## config.mk

```make
export PLATFORM = sky130hd
export DESIGN_NAME = shift_left_logical_seq
export DESIGN_NICKNAME = d
export VERILOG_FILES = /design/src/rtl/sll_pkg.sv /design/src/rtl/sll_step.sv /design/src/rtl/shift_left_logical_seq.sv
export SDC_FILE = /design/constraint.sdc
export NUM_CORES = 1
export LEC_CHECK = 0
export ABC_AREA = 1
export BUFFER_PORTS_ARGS = -buffer_cell sky130_fd_sc_hd__buf_2
export CORE_MARGIN = 2
export CORE_UTILIZATION = 25
export DETAILED_ROUTE_END_ITERATION = 16
export SLEW_MARGIN = 10
export SYNTH_ARGS = -nofsm -noshare
export SYNTH_HDL_FRONTEND = slang
export SYNTH_SLANG_ARGS = --single-unit
```

## constraint.sdc

```tcl
create_clock -name clk -period 2.4 [get_ports clk]
set_clock_uncertainty 0.05 [all_clocks]
set_input_delay 0.36 -clock clk [delete_from_list [all_inputs] [get_ports clk]]
set_output_delay 0.36 -clock clk [all_outputs]
set_load 0.05 [all_outputs]
```

## src/rtl/sll_pkg.sv

```systemverilog
// Shared constants and types for the sequential left-shift unit.
//   XLEN    : operand/result width (fixed at 64)
//   SHAMT_W : shift-amount width, log2(XLEN)
//   state_t : controller states IDLE / BUSY / DONE
package sll_pkg;
  localparam int XLEN    = 64;
  localparam int SHAMT_W = 6;

  typedef enum logic [1:0] {
    IDLE = 2'd0,
    BUSY = 2'd1,
    DONE = 2'd2
  } state_t;
endpackage

```

## src/rtl/sll_step.sv

```systemverilog
// One-position logical left shift with zero fill.
//   d : value in
//   q : d shifted left by one; bit XLEN-1 of d is discarded
module sll_step
  import sll_pkg::*;
(
  input  logic [XLEN-1:0] d,
  output logic [XLEN-1:0] q
);
  assign q = {d[XLEN-2:0], 1'b0};
endmodule

```

## src/rtl/shift_left_logical_seq.sv

```systemverilog
// Sequential logical-left-shift unit (SLL/SLLI, optionally SLLW/SLLIW).
// Shifts one bit per clock; latency from accept edge to out_valid is shamt+1.
// Optional feature macro: SLL_WORD_EN (adds is_word port, word-mode result).
// Ports:
//   clk, rst            : clock, asynchronous active-high reset
//   in_valid / in_ready : operand handshake (in_ready only in IDLE)
//   a, shamt            : operand and 6-bit shift amount
//   is_word             : word operation select (SLL_WORD_EN only)
//   out_valid/out_ready : result handshake (out_valid only in DONE)
//   result              : shifted value, from registers only
module shift_left_logical_seq
  import sll_pkg::*;
(
  input  logic               clk,
  input  logic               rst,
  input  logic               in_valid,
  output logic               in_ready,
  input  logic [XLEN-1:0]    a,
  input  logic [SHAMT_W-1:0] shamt,
`ifdef SLL_WORD_EN
  input  logic               is_word,
`endif
  output logic               out_valid,
  input  logic               out_ready,
  output logic [XLEN-1:0]    result
);

  state_t             state_q;
  logic [XLEN-1:0]    data_q;
  logic [SHAMT_W-1:0] cnt_q;
  logic [XLEN-1:0]    data_shl;

`ifdef SLL_WORD_EN
  logic word_q;
`endif

  sll_step u_step (
    .d (data_q),
    .q (data_shl)
  );

  always_ff @(posedge clk or posedge rst) begin
    if (rst) begin
      state_q <= IDLE;
      data_q  <= '0;
      cnt_q   <= '0;
`ifdef SLL_WORD_EN
      word_q  <= 1'b0;
`endif
    end else begin
      case (state_q)
        IDLE: begin
          if (in_valid) begin
            data_q  <= a;
`ifdef SLL_WORD_EN
            word_q  <= is_word;
            // word shifts only use the low five amount bits
            cnt_q   <= is_word ? {1'b0, shamt[SHAMT_W-2:0]} : shamt;
`else
            cnt_q   <= shamt;
`endif
            state_q <= BUSY;
          end
        end
        BUSY: begin
          // the zero-count cycle is the extra edge giving shamt+1 latency
          if (cnt_q == '0) begin
            state_q <= DONE;
          end else begin
            data_q <= data_shl;
            cnt_q  <= cnt_q - 1'b1;
          end
        end
        DONE: begin
          if (out_ready) state_q <= IDLE;
        end
        default: state_q <= IDLE;
      endcase
    end
  end

  assign in_ready  = (state_q == IDLE);
  assign out_valid = (state_q == DONE);

`ifdef SLL_WORD_EN
  assign result = word_q ? {{32{data_q[31]}}, data_q[31:0]} : data_q;
`else
  assign result = data_q;
`endif

endmodule

```

# After elaboration in Yosys (flattened, before gate mapping)
# Cells that the tools add are included.
# totals
register_bits,72
inputBits,74
# classes
add_sub_neg,1
eq_ne,6
n_mux,10
n_reduce_logical,5
# ops
op,count
$mux W64,2
$pmux W64 S2,1
$mux W6,2
$pmux W6 S2,1
$logic_not A6 Y1,1
$mux W2,3
$ne A2 B2 Y1 const B,3
$pmux W2 S3,1
$reduce_and A3 Y1,2
$sub A6 B1 Y6 const B,1
$eq A2 B1 Y1 const B,1
$eq A2 B2 Y1 const B,1
$logic_not A2 Y1,1
$ne A2 B1 Y1 const B,1
$reduce_bool A2 Y1,1

# Depth between registers and ports, before layout
# Gate-level depths: netlist of run 1.
# logic_depth
depth_word,3
ltp_mapped,9
mapped_depth_nobuf,7

# Hierarchy
# From an unflattened synthesis of run 1, not the netlist that was laid out.
# hier_totals
hier_cells,616
hier_area_um2,4314.1
# modules_own_cells
module,instances,cells_each,area_per_inst_um2,seq_area_each_um2
shift_left_logical_seq,1,551,3829.9,1801.7
sll_step,1,65,484.2,0.0

# Worst setup path after synthesis of run 1
# OpenSTA, ideal clock, no wires.
# synth_path
path_kind,register -> register
startpoint,register state_q[0]
endpoint,register data_q[58] (netlist: result[58])
t_arrival_ns,1.581
setup_slack_ns,0.695
path_stages_with_launch,8
n_path_buf,2
synth_period_minus_slack_ns,1.705
path_cell_list,dfrtp_1 -> nor2_2 -> nand2_2 -> nand2_4 -> buf_12 -> buf_6 -> nand2_2 -> o21ai_2
# synth_via
elab_chain_cells,3
word_cells_on_any_way,7
classes_between,3 x eq/ne; 1 x mux; 3 x reduce/logical
# synth_rtl
item,line_no,rtl
"start, declared",shift_left_logical_seq.sv:28,state_t state_q;
"start signal, assigned",shift_left_logical_seq.sv:44,state_q <= IDLE;
"start signal, assigned",shift_left_logical_seq.sv:62,state_q <= BUSY;
"start signal, assigned",shift_left_logical_seq.sv:68,state_q <= DONE;
$logic_not A2 Y1 *,-,
named net in_ready,shift_left_logical_seq.sv:17,"output logic in_ready,"
$ne A2 B2 Y1 (no source line) or $reduce_bool A2 Y1 (tied branches),-,
$reduce_and A3 Y1 (no source line),-,
"end signal, assigned",shift_left_logical_seq.sv:70,data_q <= data_shl;
"end, declared",shift_left_logical_seq.sv:29,logic [XLEN-1:0] data_q;
# The timed path passes the listed nets; every way through them passes the cells marked *.
# A chain may end at the register's enable or synchronous reset.

# Final worst setup path of run 1
# layout_path
startpoint,register cnt_q[0]
endpoint,register data_q[34] (netlist: result[34])
# layout_via
elab_chain_cells,3
# layout_rtl
item,line_no,rtl
"start, declared",shift_left_logical_seq.sv:30,logic [SHAMT_W-1:0] cnt_q;
"start signal, assigned",shift_left_logical_seq.sv:60,cnt_q <= shamt;
"start signal, assigned",shift_left_logical_seq.sv:71,cnt_q <= cnt_q - 1'b1;
$logic_not A6 Y1,shift_left_logical_seq.sv:67,if (cnt_q == '0) begin
$ne A2 B2 Y1 (no source line),-,
$reduce_and A3 Y1 (no source line),-,
# Every way passes these cells.

==> results of run 1 <==
[cell usage in the layout, fill, tap and decap left out, types with 3 or more instances in the layout]
| cell | n |
|---|---|
| buf_2 | 139 |
| nand2_1 | 87 |
| dfrtp_1 | 72 |
| inv_1 | 70 |
| o21ai_0 | 70 |
| o21ai_2 | 60 |
| nand2_2 | 51 |
| nand3_1 | 10 |
| clkbuf_16 | 9 |
| nor2_1 | 7 |
| buf_12 | 4 |
| clkinv_2 | 3 |
[flip-flops by register name (all words and copies together) (netlist names)]
register  flops
state_q       2
cnt_q         6
result       64
[routing by layer]
layer / vias up / GRT usage, % / routed length, um
met5: - / 0 / 0
met4: 0 / 4.17 / 136
met3: 9 / 3.74 / 610
met2: 86 / 17.0 / 4080
met1: 1522 / 14.3 / 4450
li1: 1750 / - / -
[cells by family after synthesis]
logic type | synth area share, %
flip-flops | 44.2
buffers and inverters | 12.6
AND/OR/NAND/NOR | 19.7
XOR/XNOR | 0.215
AO/OA/AOI/OAI | 22.6
adder cells (fa/ha/maj) | 0.614
[layout make-up]
| type | instances | area share (%) |
|---|---|---|
| repair buffers | 145 | 15.2 |
| multi-input cells | 304 | 33.9 |
| clock buffers | 13 | 5.00 |
| clock inverters | 3 | 0.769 |
| well taps | 216 | 5.19 |
| flip-flops and latches | 72 | 34.6 |
| inverters | 72 | 5.26 |
[stage by stage]
step	utilization [%]	setup slack, ns
after floorplan	-	0.165
after global placement	30.8	0.622
after detailed placement	30.8	0.596
after CTS	32.8	0.587
after global routing	32.8	0.468
final	32.8	0.585
[worst max path at each step]
stage	from	end	slack [ns]	cells past startpoint
2_1_floorplan	rst	cnt_q[0]	0.17	1
3_3_place_gp	cnt_q[0]	result[33]	0.62	8
3_5_place_dp	cnt_q[0]	result[38]	0.60	8
4_1_cts	cnt_q[0]	result[38]	0.59	8
5_1_grt	cnt_q[0]	result[38]	0.47	8
6_report	cnt_q[0]	result[34]	0.59	8
[what timing repair did]
item / CTS / global route
gates resized for setup: 0 / 0
endpoints found under the hold margin: 18 / 0
hold buffers: 1 / 0
==> out/results.txt, run 1 <==
WP buf/inv = 2
Critical Path Source Type = register
sequential-to-total area share from yosys stat = 44.2%
CP peak stage delay = 0.37 ns
nets = 680
Yosys reg bits = 72
Skew-Pair Late Insertion Delay = 0.33 ns
final cycle utilization of the critical path = 75.6%
Top delay family on crit path = simple AND/OR/NAND/NOR gates
Final Slew Violations = 0
vias post-DR = 3367
post-CTS setup buffer count = 0
CP max FO = 46
global-route wire length before repair = 15500 um
Final Non-Filler Cells = 825
filler cell count = 1728
vias in the first global route = 3229
Total GRT Usage = 11.0%
post-synth top area share = 44.2%
worst flop-to-flop path startpoint = cnt_q[0]
max_cap viols = 0
design area = 5210 um^2
share of cells above drive strength 1 = 46.1%
DR iter-0 viols = 111
DIE AREA = 17300 um^2
Routed WL = 9280 um
DRC = 0
RSZ-0062 raised after global routing = false
largest net degree at the start of global routing = 131
Root Driver = clkbuf_16
hold slack = 0.176 ns
Post-Syn Nets = 553
RR Endpoint = result[34]
ys flop type = dfrtp_1
CP max-delay cell = dfrtp_1
HP Class = in -> reg
Initial Util = 25.6%
post-route ant nets = 0
number of I/O pins = 140
register area = 1800 um^2
placed instance area = 4900 um^2
Hold Vio Cnt, Final = 0
Detail Placement HPWL = 6370 um
Core Area = 15900 um^2
R2R cell count = 8
Setup crit end kind = register
maximum clock rate = 0.551 GHz
Syn Inst Count = 477
Die H = 132 um
Area contributors post-synth = dfrtp_1, o21ai_2, o21ai_0, nand2_1, nand2_2
Area Growth Syn to Fin = 27.8%
total CTS buffers = 9
area of the multi-input gates = 1770 um^2
Longest Clk Path Bufs = 2
Vias/cell = 4.08
WHS Endpoint = state_q[1]
crit path DAT = 1.98 ns
Wirelength per Cell = 11.2 um
drt pass-1 iters = 4
Synth area leader = dfrtp_1
Yosys cell types = 26
Req. time, crit path = 2.56 ns
IO Port Bufs = 139
Tightest Pin Transition = 0.463 ns
asr flop ratio synth = 100%
initial antenna violation count = 0
status = finished clean
Commonest cells post-synth = nand2_1, dfrtp_1, inv_1
Clock Sinks = 72
crit-path cells = inv_1 > ha_1 > nand3_2 > nand2_4 > nand2_8 > buf_12 > nand2_2 > o21ai_2
CTS tree = built
Die W = 132 um
CP Class = reg -> reg
clock-pin slew on the worst setup and hold paths = 0.05 ns
placed cells = 808
row count = 46
min cycle time layout = 1.81 ns
Final setup viols = 0
Hold Crit Start = out_ready
most frequent cell after synthesis = nand2_1
RD Place Congestion = 0.724
Syn. warnings = 0
Post-synth EDFFs = 0
Post-Syn Area = 4070 um^2
cell count of the worst hold path = 2
Slew HR = 69.1%
n_diodes = 0
Avg Cell Area, Syn = 8.54 um^2
htree depth = 3
Overflow after GRT = 0
setup TNS = 0 ns
setup slack, reg-to-reg = 0.59 ns
Power of run 1 is left out: the tool's default activity adds up to more than one toggle a clock period on the data nets, which glitch-free logic cannot reach.
==> run 2: changes to the inputs <==
Clock period 2.4 ns to 1.9 ns, I/O delays scaled along.
==> out/results.txt, run 2 (synthesis results as in run 1) <==
status = complete, but fails checks
failing checks = hold timing
final cycle utilization of the critical path = 85.2%
Final Slew Violations = 0
Util after Layout = 32.9%
RR Endpoint = result[10]
vias post-DR = 3417
Total GRT Usage = 11.3%
Longest Clk Path Bufs = 2
worst flop-to-flop path startpoint = cnt_q[0]
Wirelength per Cell = 11.3 um
clock-pin slew on the worst setup and hold paths = 0.06 ns
cts hold-fix bufs = 0
min cycle time layout = 1.62 ns
vias in the first global route = 3333
Critical Path Source Type = register
HP Class = in -> async
share of cells above drive strength 1 = 46.4%
Routed WL = 9380 um
Die W = 132 um
hold slack = -0.00141 ns
crit path DAT = 1.80 ns
DIE AREA = 17300 um^2
htree depth = 3
post-route ant nets = 0
max_cap viols = 0
number of I/O pins = 140
n_diodes = 0
CTS tree = built
Skew-Pair Late Insertion Delay = 0.34 ns
nets = 686
row count = 46
Tightest Pin Transition = 0.430 ns
Vias/cell = 4.12
Hold Vio Cnt, Final = 1
initial antenna violation count = 0
Clock Sinks = 72
post-CTS setup buffer count = 0
IO Port Bufs = 139
Root Driver = clkbuf_16
RD Place Congestion = 0.714
Final setup viols = 0
setup slack, reg-to-reg = 0.28 ns
Detail Placement HPWL = 6600 um
largest net degree at the start of global routing = 73
Setup WS pre-CTS = 0.288 ns
Die H = 132 um
Area Growth Syn to Fin = 28.1%
CP peak stage delay = 0.37 ns
CP Class = reg -> reg
max reg flops = 64
global-route wire length before repair = 16000 um
Initial Util = 25.6%
setup TNS = 0 ns
maximum clock rate = 0.617 GHz
DRC = 0
Setup crit end kind = register
Overflow after GRT = 0
CP max-delay cell = dfrtp_1
R2R cell count = 8
fin worst setup slack = 0.280 ns
Resize count post-CTS = 0
DR iter-0 viols = 164
drt pass-1 iters = 4
Core Area = 15900 um^2
crit-path cells = inv_1 > ha_1 > nand3_2 > nand2_4 > nand2_8 > buf_12 > nand2_1 > o21ai_2
Req. time, crit path = 2.08 ns
CP max FO = 35
total CTS buffers = 9
commonest cells after routing, fill and taps aside = buf_2, nand2_1, dfrtp_1
most common cell after layout, fill and taps aside = buf_2
Slew HR = 71.3%
RSZ-0062 raised after global routing = false
[run 2: how the worst max path moves through the flow]
stage / depth (start not counted) / slack (ns) / end / from
6_report: 8 / 0.28 / result[10] / cnt_q[0]
5_1_grt: 8 / 0.15 / result[10] / cnt_q[0]
4_1_cts: 8 / 0.28 / result[29] / cnt_q[0]
3_5_place_dp: 8 / 0.29 / result[45] / cnt_q[0]
3_3_place_gp: 8 / 0.32 / result[10] / cnt_q[0]
2_1_floorplan: 7 / 0.20 / result[58] / state_q[0]
[run 2: layout make-up]
cell class / instances / area (um^2)
timing repair buffer: 151 / 836
clock buffer: 15 / 268
multi-input combinational: 304 / 1770
tap: 216 / 270
sequential: 72 / 1800
inverter: 72 / 277
fill: 1731 / 10700
[run 2: metrics by stage]
stage	instances	area (um^2)	hold WS (ns)
4_1_cts	830	5220	0.00940
6_report	830	5220	-0.00141
2_1_floorplan	477	4080	0.344
3_3_place_gp	815	4950	0.388
5_1_grt	830	5220	0.0450
3_5_place_dp	815	4950	0.383
[run 2: worst max-delay path: cells and delay by family, from the launching register on]
kind | cells | cell delay, ns
AO/OA/AOI/OAI | 1 | 0.05
adder cells (fa/ha/maj) | 1 | 0.19
buffers and inverters | 2 | 0.37
flip-flops | 1 | 0.37
AND/OR/NAND/NOR | 4 | 0.43
[run 2: routing by layer]
metal  GRT usage, %  vias to the layer above  share of wire [%]
met5              0                        -                  0
met3           3.13                       11                5.8
li1               -                     1769                  -
met2           16.8                       90                 43
met4           4.89                        0                1.9
met1           15.3                     1547                 49
Power of run 2 is left out for the same reason.
==> run 3: changes to the inputs <==
==> constraint.sdc (replaced) <==
create_clock -name clk -period 1.5 [get_ports clk]
set_clock_uncertainty 0.05 [all_clocks]
set_input_delay 0.225 -clock clk [delete_from_list [all_inputs] [get_ports clk]]
set_output_delay 0.225 -clock clk [all_outputs]
set_load 0.005 [all_outputs]
==> out/results.txt, run 3 (synthesis results as in run 1) <==
status = finished clean
DIE AREA = 17300 um^2
most common cell after layout, fill and taps aside = buf_2
Max VDD drop = 0.812 mV
Clock Sinks = 72
row count = 46
CP Class = reg -> reg
Slew HR = 72.4%
n_diodes = 0
vias post-DR = 3587
R2R cell count = 8
fin worst setup slack = 0.0271 ns
DR iter-0 viols = 117
Area Growth Syn to Fin = 39.2%
DRC = 0
HP Class = in -> reg
max_cap viols = 0
placed instance area = 5010 um^2
Overflow after GRT = 0
Util after Layout = 35.7%
design area = 5670 um^2
area of the multi-input gates = 1890 um^2
number of I/O pins = 140
max reg flops = 64
RD Place Congestion = 0.769
Leak Pwr = 2.80 nW
cell mode on critical path = nand2_8
Longest Clk Path Bufs = 2
CP max FO = 7
Final setup viols = 0
crit-path cells = inv_2 > ha_4 > nand3_4 > nand2_8 > nand2_8 > clkbuf_16 > nand2_2 > o21ai_2
WHS Endpoint = state_q[1]
Total GRT Usage = 11.0%
Tightest Pin Transition = 0.414 ns
drt pass-1 iters = 4
Final Slew Violations = 0
htree depth = 3
Root Driver = clkbuf_16
Setup WS pre-CTS = 0.0341 ns
Die W = 132 um
post-route ant nets = 0
Die H = 132 um
Vias/cell = 4.22
vias in the first global route = 3359
Detail Placement HPWL = 6670 um
Hold Crit Start = out_ready
filler cell count = 1714
Core Area = 15900 um^2
global-route wire length before repair = 15700 um
CP max-delay cell = dfrtp_1
cell count of the worst hold path = 2
CP peak stage delay = 0.40 ns
total CTS buffers = 9
setup slack, reg-to-reg = 0.03 ns
RR Endpoint = result[7]
Wirelength per Cell = 12.6 um
largest net degree at the start of global routing = 73
worst flop-to-flop path startpoint = cnt_q[1]
crit path DAT = 1.64 ns
commonest cells after routing, fill and taps aside = buf_2, nand2_1, dfrtp_1
Routed WL = 10700 um
Critical Path Source Type = register
Setup crit end kind = register
initial antenna violation count = 0
pwr/cell area = 2390 nW/um^2
Initial Util = 25.6%
final cycle utilization of the critical path = 98.2%
Hold Vio Cnt, Final = 0
Skew-Pair Late Insertion Delay = 0.33 ns
RSZ-0062 raised after global routing = true
CTS tree = built
clock-pin slew on the worst setup and hold paths = 0.06 ns
maximum clock rate = 0.679 GHz
min cycle time layout = 1.47 ns
Req. time, crit path = 1.67 ns
IO Port Bufs = 139
register area = 1800 um^2
nets = 707
share of cells above drive strength 1 = 49.6%
## run 3: worst max path at each step
stage                     from         end  slack (ns)  cells after the start
floorplan             cnt_q[0]  result[58]        0.05                      9
global placement    state_q[1]  result[10]        0.07                      8
detailed placement  state_q[1]   result[9]        0.03                      8
CTS                 state_q[1]   result[9]        0.02                      8
global route          cnt_q[1]  result[33]       -0.04                      8
finish                cnt_q[1]   result[7]        0.03                      8
## run 3: power by group
group          switching [mW]  leakage (nW)  internal (mW)
Clock                   0.766         0.130           1.18
Combinational            4.59          1.77           3.65
Sequential              0.510         0.903           2.88
Total                    5.87          2.80           7.70
## run 3: what timing repair did
item                       CTS  global route
setup buffers                0             3
hold endpoints to repair    72             0
hold buffers                 1             0
setup endpoints to repair    0            44
resized for setup            0            32
## run 3: cell type report
class                           count  area share (%)
Clock inverter                      1          0.0883
Sequential cell                    72            31.8
Inverter                           72            4.88
Timing Repair Buffer              170            20.7
Clock buffer                       12            4.52
Multi-Input combinational cell    306            33.3
Tap cell                          216            4.77
## run 3: through the flow
step / std cells / setup TNS [ns] / hold slack, ns / power [mW]
after global placement: 820 / 0 / 0.324 / 10.2
after floorplan: 477 / 0 / 0.284 / 8.58
after detailed placement: 820 / 0 / 0.328 / 10.3
after global routing: 849 / -1.10 / 0.0508 / 14.8
after CTS: 834 / 0 / 0.0394 / 12.3
final: 849 / 0 / 0.0592 / 13.6
## run 3: layer usage
layer,track usage (%),routed length (um)
met2,16.8,4850
met5,0,0
met3,3.43,519
met1,15.0,5240
met4,3.44,108
## run 3: worst max-delay path: cells and delay by family, from the launching register on
family	cells	cell delay, ns
buf+inv	2	0.30
compound gates	1	0.04
fa+ha+maj	1	0.14
simple gates	4	0.42
flops	1	0.40
No activity file was read; power rests on OpenSTA's default activity.
